===== config.mk =====
export PLATFORM = sky130hd
export DESIGN_NAME = spi_master_core
export DESIGN_NICKNAME = d
export VERILOG_FILES = /design/src/rtl/spi_pkg.sv /design/src/rtl/spi_clk_gen.sv /design/src/rtl/spi_master_core.sv
export SDC_FILE = /design/constraint.sdc
export NUM_CORES = 1
export LEC_CHECK = 0
export CORE_MARGIN = 10
export CORE_UTILIZATION = 25
export CTS_BUF_LIST = sky130_fd_sc_hd__clkbuf_4
export DETAILED_ROUTE_END_ITERATION = 16
export PLACE_DENSITY = 0.4
export SYNTH_ARGS = -nofsm -noshare
export SYNTH_HDL_FRONTEND = slang
export SYNTH_SLANG_ARGS = --single-unit

===== constraint.sdc =====
create_clock -name clk -period 4.8 [get_ports clk]
set_clock_uncertainty 0.15 [all_clocks]
set_input_delay 1.44 -clock clk [delete_from_list [all_inputs] [get_ports clk]]
set_output_delay 1.44 -clock clk [all_outputs]
set_load 0.02 [all_outputs]

===== src/rtl/spi_pkg.sv =====
// Shared types, defaults and helpers for the SPI master core and its clock generator.
package spi_pkg;

    localparam int SPI_DATA_W = 32;
    localparam int SPI_NUM_SS = 4;

    typedef enum logic [1:0] {
        IDLE,
        SETUP,
        SHIFT,
        HOLD
    } spi_state_t;

    // SCLK half-period length in clk cycles for each divider select value.
    function automatic logic [3:0] scks_to_half(input logic [1:0] scks);
        logic [3:0] half;
        case (scks)
            2'b00:   half = 4'd1;
            2'b01:   half = 4'd2;
            2'b10:   half = 4'd4;
            default: half = 4'd8;
        endcase
        return half;
    endfunction

    // Number of SCLK toggles in one frame: a leading and a trailing edge per bit.
    function automatic int edge_count(input int data_w);
        return 2 * data_w;
    endfunction

endpackage


===== src/rtl/spi_clk_gen.sv =====
// Half-period timer: pulses tick for one cycle every H clk cycles while enabled.
module spi_clk_gen
    import spi_pkg::*;
(
    input  logic       clk,
    input  logic       reset,
    input  logic       en,
    input  logic [1:0] scks,
    output logic       tick
);

    logic [3:0] cnt;
    logic [3:0] half;

    assign half = scks_to_half(scks);
    assign tick = en && (cnt == (half - 4'd1));

    // Count cycles within the current half-period; restart on every tick and hold at zero while disabled.
    always_ff @(posedge clk or negedge reset) begin
        if (!reset) begin
            cnt <= 4'd0;
        end else if (!en || tick) begin
            cnt <= 4'd0;
        end else begin
            cnt <= cnt + 4'd1;
        end
    end

endmodule


===== src/rtl/spi_master_core.sv =====
// SPI master shift engine: one fixed-length frame per start_op rising edge.
module spi_master_core
    import spi_pkg::*;
#(
    parameter int DATA_W = SPI_DATA_W,
    parameter int NUM_SS = SPI_NUM_SS
) (
    input  logic              clk,
    input  logic              reset,
    input  logic [DATA_W-1:0] tx_data,
    input  logic              ctrl_cpol,
    input  logic              ctrl_cpha,
    input  logic              ctrl_order,
    input  logic [NUM_SS-1:0] ctrl_slave_en,
    input  logic              ctrl_rd,
    input  logic [1:0]        ctrl_scks,
    input  logic              start_op,
    output logic [DATA_W-1:0] rx_data,
    output logic              busy,
    output logic              sclk,
    output logic              mosi,
    input  logic              miso,
    output logic [NUM_SS-1:0] ss_n
);

    localparam int EDGES = edge_count(DATA_W);
    localparam int ECW   = $clog2(EDGES);

    spi_state_t        state;
    spi_state_t        state_next;
    logic              start_d;
    logic              launch;
    logic              tick;
    logic              leading;
    logic              last_edge;
    logic [DATA_W-1:0] tx_sh;
    logic [DATA_W-1:0] rx_sh;
    logic [ECW-1:0]    edge_cnt;
    logic              cpha_q;
    logic              order_q;
    logic              rd_q;
    logic              sclk_q;
    logic [NUM_SS-1:0] slave_en_q;
    logic [1:0]        scks_q;

    // LSB-first frames are stored reversed so the shifter always works from the top bit.
    function automatic logic [DATA_W-1:0] bit_rev(input logic [DATA_W-1:0] v);
        logic [DATA_W-1:0] r;
        for (int i = 0; i < DATA_W; i++) begin
            r[i] = v[DATA_W-1-i];
        end
        return r;
    endfunction

    assign launch    = (state == IDLE) && start_op && !start_d;
    assign leading   = ~edge_cnt[0];
    assign last_edge = (edge_cnt == ECW'(EDGES - 1));

    assign busy = (state != IDLE);
    assign sclk = sclk_q;
    assign mosi = busy ? tx_sh[DATA_W-1] : 1'b0;
    assign ss_n = busy ? ~slave_en_q : '1;

    spi_clk_gen u_clk_gen (
        .clk   (clk),
        .reset (reset),
        .en    (busy),
        .scks  (scks_q),
        .tick  (tick)
    );

    // State register.
    always_ff @(posedge clk or negedge reset) begin
        if (!reset) begin
            state <= IDLE;
        end else begin
            state <= state_next;
        end
    end

    // Phase sequencing: every phase boundary falls on a half-period tick.
    always_comb begin
        state_next = state;
        case (state)
            IDLE:    if (launch)             state_next = SETUP;
            SETUP:   if (tick)               state_next = SHIFT;
            SHIFT:   if (tick && last_edge)  state_next = HOLD;
            HOLD:    if (tick)               state_next = IDLE;
            default:                         state_next = IDLE;
        endcase
    end

    // Start edge detect, configuration snapshot, SCLK generation, shifting and rx_data update.
    always_ff @(posedge clk or negedge reset) begin
        if (!reset) begin
            start_d    <= 1'b0;
            tx_sh      <= '0;
            rx_sh      <= '0;
            edge_cnt   <= '0;
            cpha_q     <= 1'b0;
            order_q    <= 1'b0;
            rd_q       <= 1'b0;
            sclk_q     <= 1'b0;
            slave_en_q <= '0;
            scks_q     <= 2'b00;
            rx_data    <= '0;
        end else begin
            start_d <= start_op;
            case (state)
                IDLE: begin
                    sclk_q   <= ctrl_cpol;
                    edge_cnt <= '0;
                    if (launch) begin
                        tx_sh      <= ctrl_order ? bit_rev(tx_data) : tx_data;
                        rx_sh      <= '0;
                        cpha_q     <= ctrl_cpha;
                        order_q    <= ctrl_order;
                        rd_q       <= ctrl_rd;
                        slave_en_q <= ctrl_slave_en;
                        scks_q     <= ctrl_scks;
                    end
                end
                SHIFT: begin
                    if (tick) begin
                        sclk_q   <= ~sclk_q;
                        edge_cnt <= edge_cnt + ECW'(1);
                        if (leading == !cpha_q) begin
                            rx_sh <= {rx_sh[DATA_W-2:0], miso};
                        end else if (cpha_q ? (edge_cnt != '0) : !last_edge) begin
                            tx_sh <= {tx_sh[DATA_W-2:0], 1'b0};
                        end
                    end
                end
                HOLD: begin
                    if (tick && rd_q) begin
                        rx_data <= order_q ? bit_rev(rx_sh) : rx_sh;
                    end
                end
                default: ;
            endcase
        end
    end

endmodule


==> results.md, run 1 <==
* IO buf count at 84
* Fin crit share at 88.6%
* Worst skew pair latency at 0.53 ns
* P_leak at 3.03 nW
* Gr busiest metal: met2
* Min Hold Slack at 0.359 ns
* Vias per cell at 4.52
* Max-slew violations at 0
* Longest Clk Path Bufs at 2
* First-pass GRT wire length at 25.0 mm
* Floorplan row count at 56
* Synth Cell Area at 5890 um^2
* ANT nets after route at 0
* Crit-path max FO at 13
* Setup CP Type: register to output port
* H-Tree Depth at 4
* Vias in the first global route at 4737
* Setup TNS at 0 ns
* Root buf cell: clkbuf_4
* Global Route met3 Usage at 3.16%
* Synthesized flop and latch total at 119
* GRT Total Usage at 10.2%
* Share of cells above drive strength 1 at 13.6%
* Post-place setup slack at 0.842 ns
* Simple-Gate Fraction of Synth Area at 13.5%
* Initial antenna violation count at 0
* PD cells at 642 nW/um^2
* Buf+Inv Stages, Crit Path at 3
* Grt met1 use at 13.3%
* Top cell type's share of synthesized area at 50.6%
* Fill cells at 2448
* YS warnings at 0
* Crit path time final at 4.25 ns
* GP Congestion at 0.708
* Synth area leaders: dfrtp_1, mux2i_1, mux2_2
* Area growth syn-to-layout at 23.5%
* Count of flip-flops with a built-in enable after synthesis at 0
* Reg clk slew, reported paths at 0.11 ns
* Max-cap viol count at 0
* N_diodes at 0
* Crit path cell chain: inv_1, ha_1, inv_1, nand2_1, clkdlybuf4s50_1
* Gr ovfl total at 0
* Crit-path slowest cell: clkdlybuf4s50_1
* Core area at 23300 um^2
* Post-Synth Adder-Cell Area at 1.49%
* Avg Inst Size Synth at 10.1 um^2
* Hold Path Class: register to register
* TritonCTS Buffers at 17
* Top Ports at 85
* Full die area at 30100 um^2
* Largest area contributor in the netlist: dfrtp_1
* Initial Utilization at 25.2%
* Postcts setup bufs at 0
* Fraction of synthesized area in multiplexers at 18.7%
* CTS tree: done
* Via count at 4433
* CP max stage delay at 0.62 ns
* RSZ-0062 raised after global routing: no
* Post-route DRC at 0
* Largest net degree at the start of global routing at 82
* Rel. slew slack at 33.3%
* Sequential-to-total area share from yosys stat at 50.6%
* Largest family of logic cells by synthesized area: multiplexers
* Final setup fails at 0
* Final Hold Fails at 0
* Top delay family on crit path: buffers and inverters
* CP Data Required Time at 3.21 ns
* Yosys cell types at 42
* Post-synthesis cell count at 583
* WP data arrival at 2.66 ns
* Hold buffer count at CTS at 0
* Crit end category: output port
* Outcome: completed
* Largest vdd supply drop at 0.000275 V
* Final net count at 702
* Post-Route WL at 14.9 mm
* Post-synthesis async set-or-reset flop share at 100%
* Post-DP HPWL at 10.1 mm
* Met2 Usage GRT at 15.5%
* Post-synthesis xor/xnor area fraction at 0.744%
* Slew @ Worst Pin at 1.00 ns
* Wire per inst at 15.2 um
* Final worst slack at 0.549 ns
* Most used DFF post-synth: dfrtp_1
* Die Y at 173 um
* Drt first pass iters at 4
* Fmax at 235 MHz
* Sink Count at 119
* Most frequent CP cell: inv_1
* Die width at 173 um
* Post-synthesis compound-gate area fraction at 11.3%
* CP startpoint kind: register
* CTS-repair resized insts at 0
* Initial drt markers at 232
* Syn Nets at 636
final cells by class:
class	count	area (um^2)	share of cell area, %
Sequential cell	119	2980	41.0
Inverter	7	26.3	0.361
Tap cell	319	399	5.49
Multi-Input combinational cell	413	2710	37.3
Clock inverter	11	103	1.41
Clock buffer	21	158	2.17
Timing Repair Buffer	91	898	12.4
through the flow:
| stage | area, um^2 | util [%] | cells | total power [mW] |
|---|---|---|---|---|
| floorplan | 5890 | - | 583 | 3.26 |
| global placement | 7010 | 30.1 | 949 | 4.02 |
| detailed placement | 7010 | 30.1 | 949 | 4.06 |
| CTS | 7270 | 31.2 | 981 | 4.77 |
| global route | 7270 | 31.2 | 981 | 5.10 |
| finish | 7270 | 31.2 | 981 | 4.67 |
flip-flops by register name, summed over array words and instances, names as in the netlist:
| name | cells |
|---|---|
| cpha_q | 1 |
| edge_cnt | 6 |
| order_q | 1 |
| rd_q | 1 |
| rx_data | 32 |
| rx_sh | 32 |
| scks_q | 2 |
| sclk | 1 |
| slave_en_q | 4 |
| start_d | 1 |
| state | 2 |
| tx_sh | 32 |
| u_clk_gen.cnt | 4 |
cells in the mapped netlist (3+ instances only):
cell	instances
dfrtp_1	119
nand2_1	79
o21ai_0	72
mux2i_1	64
mux2_2	40
nor2_1	37
clkbuf_1	36
nand3_1	35
a21oi_1	33
ha_1	7
inv_1	7
nor2b_1	4
nor3_1	4
xnor2_1	4
a22oi_1	3
buf_6	3
clkbuf_2	3
nor4_1	3
cell usage in the layout, fill, tap and decap left out, types with 3 or more instances in the layout:
cell and n:
mux2_2 40, buf_4 7, ha_1 6, nor3_1 4, clkdlybuf4s50_1 82, nand3_1 35
nor4_1 3, a21oi_1 33, dfrtp_1 118, xnor2_1 3, o21ai_0 72, mux2i_1 64
nor2_1 37, inv_1 7, nor2b_1 4, a22oi_1 3, clkinvlp_4 5, nand2_1 79
clkbuf_4 21
per-layer routing:
layer / vias up / part of all wire [%]
met2: 103 / 44
met4: 0 / 1.3
met3: 15 / 5.1
met5: - / 0
li1: 2177 / -
met1: 2138 / 50
final timing paths:
| kind | slack [ns] | depth (start not counted) | from | to |
|---|---|---|---|---|
| max in group asynchronous | 2.84 | 2 | reset | rx_data[23] |
| min in group asynchronous | 0.84 | 1 | reset | tx_sh[8] |
| max reg2reg | 1.15 | 8 | state[0] | rx_sh[16] |
| max | 0.55 | 5 | state[0] | ss_n[3] |
| min | 0.36 | 1 | tx_sh[0] | tx_sh[0] |
| min reg2reg | 0.36 | 1 | tx_sh[0] | tx_sh[0] |
where the power goes:
group	switching [mW]	internal, mW
combinational	1.15	0.968
sequential	0.412	1.47
clock	0.395	0.279
logic make-up (layout without fill, tap and decap cells):
logic type,after synthesis,in the layout
buf+inv,51,130
compound gates,121,121
simple gates,175,175
flops,119,119
xor+xnor,5,5
mux,105,105
fa+ha+maj,7,7
No activity file was read; power rests on OpenSTA's default activity.
==> inputs of run 2 (changes only) <==
--- a/config.mk
+++ b/config.mk
@@ -6,10 +6,10 @@
 export NUM_CORES = 1
 export LEC_CHECK = 0
 export CORE_MARGIN = 10
-export CORE_UTILIZATION = 25
+export CORE_UTILIZATION = 44
 export CTS_BUF_LIST = sky130_fd_sc_hd__clkbuf_4
 export DETAILED_ROUTE_END_ITERATION = 16
-export PLACE_DENSITY = 0.4
+export PLACE_DENSITY = 0.64
 export SYNTH_ARGS = -nofsm -noshare
 export SYNTH_HDL_FRONTEND = slang
 export SYNTH_SLANG_ARGS = --single-unit
==> run 2 against run 1 <==
Combinational power shrank 2%. Worst hold slack gained 0.0036 ns. Final area shrank 2.5%. Sequential power is essentially flat. Clock power grew 5.6%. Largest cell class unchanged. Register-to-register slack gained 0.21 ns. Flip-flop and latch count is the same. Global-route usage grew 4.5 points. Setup slack gained 0.060 ns. Cell count shrank 15%. First-iteration DRC count grew 52%.
==> results.md, run 2 (synthesis results as in run 1) <==
* Full die area at 18400 um^2 (-39%)
* Final net count at 700 (-0.28%)
* Share of cells above drive strength 1 at 12.4% (-1.2 points)
* Pwr Total at 4.66 mW (-0.25%)
* CP startpoint kind: register
* R2R Path Start: state[0]
* Placed cells at 804 (-15%)
* GRT Total Usage at 14.7% (+4.5 points)
* Crit path time final at 4.19 ns (-0.0597 ns)
* P_leak at 3.03 nW (+0.15%)
* Hold depth at 1 (unchanged)
* WHS Endpoint: tx_sh[30]
* Setup CP Type: register to output port
* Slew @ Worst Pin at 1.10 ns (+0.0948 ns)
* Wire per inst at 15.6 um (+2.6%)
* Longest Clk Path Bufs at 2 (unchanged)
* Most common cell after layout, fill and taps aside: dfrtp_1
* Reg2Reg Setup Slack at 1.36 ns (+0.21 ns)
* Core area at 13200 um^2 (-43%)
* Vias per cell at 5.34 (+18%)
* Storage cell area at 2980 um^2 (unchanged)
* Top Ports at 85 (unchanged)
* Hold Startpoint: tx_sh[30]
* Crit end category: output port
* Max-slew violations at 0 (unchanged)
* Fill cells at 1176 (-52%)
* Via count at 4455 (+0.50%)
* Root buf cell: clkbuf_4
* Regs by FF count: rx_data: 32 flops, rx_sh: 32 flops, tx_sh: 32 flops
* Final Non-Filler Cells at 835 (-15%)
* CTS-repair resized insts at 0 (unchanged)
* Post-route DRC at 0 (unchanged)
* PD cells at 657 nW/um^2 (+2.3%)
* Final setup fails at 0 (unchanged)
* Largest vdd supply drop at 0.000344 V (+25%)
* TritonCTS Buffers at 17 (unchanged)
* Final worst slack at 0.608 ns (+0.0597 ns)
* Fmax at 239 MHz (+1.4%)
* First-pass GRT wire length at 22.0 mm (-12%)
* IO buf count at 84 (unchanged)
* Max-cap viol count at 0 (unchanged)
* CTS tree: done
* Sink Count at 119 (unchanged)
* Setup TNS at 0 ns (unchanged)
* Hold Path Class: register to register
* WP data arrival at 2.60 ns (-0.06 ns)
* Worst skew pair latency at 0.53 ns (about the same)
* Outcome: completed
* Area of the multi-input gates at 2710 um^2 (unchanged)
* CP Data Required Time at 3.21 ns (about the same)
* Die Y at 136 um (-22%)
* Initial Utilization at 44.6% (+19 points)
* Area growth syn-to-layout at 20.4%
* ANT nets after route at 0 (unchanged)
* Crit-path max FO at 13 (unchanged)
* Drt first pass iters at 5 (+1)
* Gr ovfl total at 0 (unchanged)
* Hold buffer count at CTS at 0 (unchanged)
* Final Hold Fails at 0 (unchanged)
* Vias in the first global route at 4451 (-6.0%)
* Rel. slew slack at 27.0% (-6.3 points)
* GP Congestion at 0.774 (+9.3%)
* Initial drt markers at 353 (+52%)
* Post-place setup slack at 0.883 ns (+0.0405 ns)
* N_diodes at 0 (unchanged)
* Post-Route WL at 13.0 mm (-13%)
* Reg2reg path depth at 8 (unchanged)
* Final core occ at 53.8% (+23 points)
* Die width at 136 um (-22%)
* Fin crit share at 87.3% (-1.2 points)
* Initial antenna violation count at 0 (unchanged)
* Post-DP HPWL at 8.62 mm (-14%)
* Floorplan row count at 42 (-25%)
* RSZ-0062 raised after global routing: no
* Reg-to-Reg End: tx_sh[26]
* Reg clk slew, reported paths at 0.10 ns (about the same)
* Postcts setup bufs at 0 (unchanged)
* Largest net degree at the start of global routing at 82 (unchanged)
* Most frequent cells in the layout: dfrtp_1, clkdlybuf4s50_1, nand2_1
* H-Tree Depth at 4 (unchanged)
run 2: how the worst max path moves through the flow:
stage	slack, ns	to	start	cells after the start
finish	0.61	ss_n[1]	state[0]	5
global route	0.33	ss_n[0]	state[0]	5
CTS	0.52	ss_n[2]	state[0]	5
detailed placement	0.88	tx_sh[14]	start_op	6
global placement	0.99	tx_sh[9]	start_op	6
floorplan	1.79	tx_sh[10]	start_op	7
run 2: power by group:
group	total (mW)	internal (mW)	switching [mW]	leakage (nW)
registers	1.88	1.47	0.409	1.52
clock network	0.712	0.351	0.361	0.143
logic	2.07	0.961	1.11	1.37
total	4.66	2.78	1.88	3.03
run 2: area by class of cell:
cell class                      count  area share (%)
Timing Repair Buffer               89            12.5
Clock buffer                       18            1.91
Sequential cell                   119            42.0
Multi-Input combinational cell    413            38.2
Inverter                            7           0.371
Tap cell                          176            3.11
Clock inverter                     13            1.94
run 2: per-layer routing:
metal  up-vias  share of wire, %  GRT usage, %
met3        24               5.8          4.78
met5         -                 0             0
met1      2146                45          18.5
li1       2179                 -             -
met4         0               1.8          5.86
met2       106                47          22.7
run 2: worst max-delay path, cell delays in order, from the launching register on:
cell	delay [ns]
dfrtp_1	0.42
inv_1	0.12
ha_1	0.47
inv_1	0.32
nand2_1	0.14
clkdlybuf4s50_1	0.61
run 2: metrics by stage:
step / area [um^2] / hold slack [ns]
detailed placement: 6820 / 0.343
global placement: 6820 / 0.328
floorplan: 5890 / 0.306
CTS: 7090 / 0.366
global route: 7090 / 0.377
finish: 7090 / 0.363
==> inputs of run 3 (changes only) <==
--- a/config.mk
+++ b/config.mk
@@ -13,3 +13,4 @@
 export SYNTH_ARGS = -nofsm -noshare
 export SYNTH_HDL_FRONTEND = slang
 export SYNTH_SLANG_ARGS = --single-unit
+export TNS_END_PERCENT = 50
==> results of run 3 <==
Final layout, timing and power as in run 2 (identical DEF).
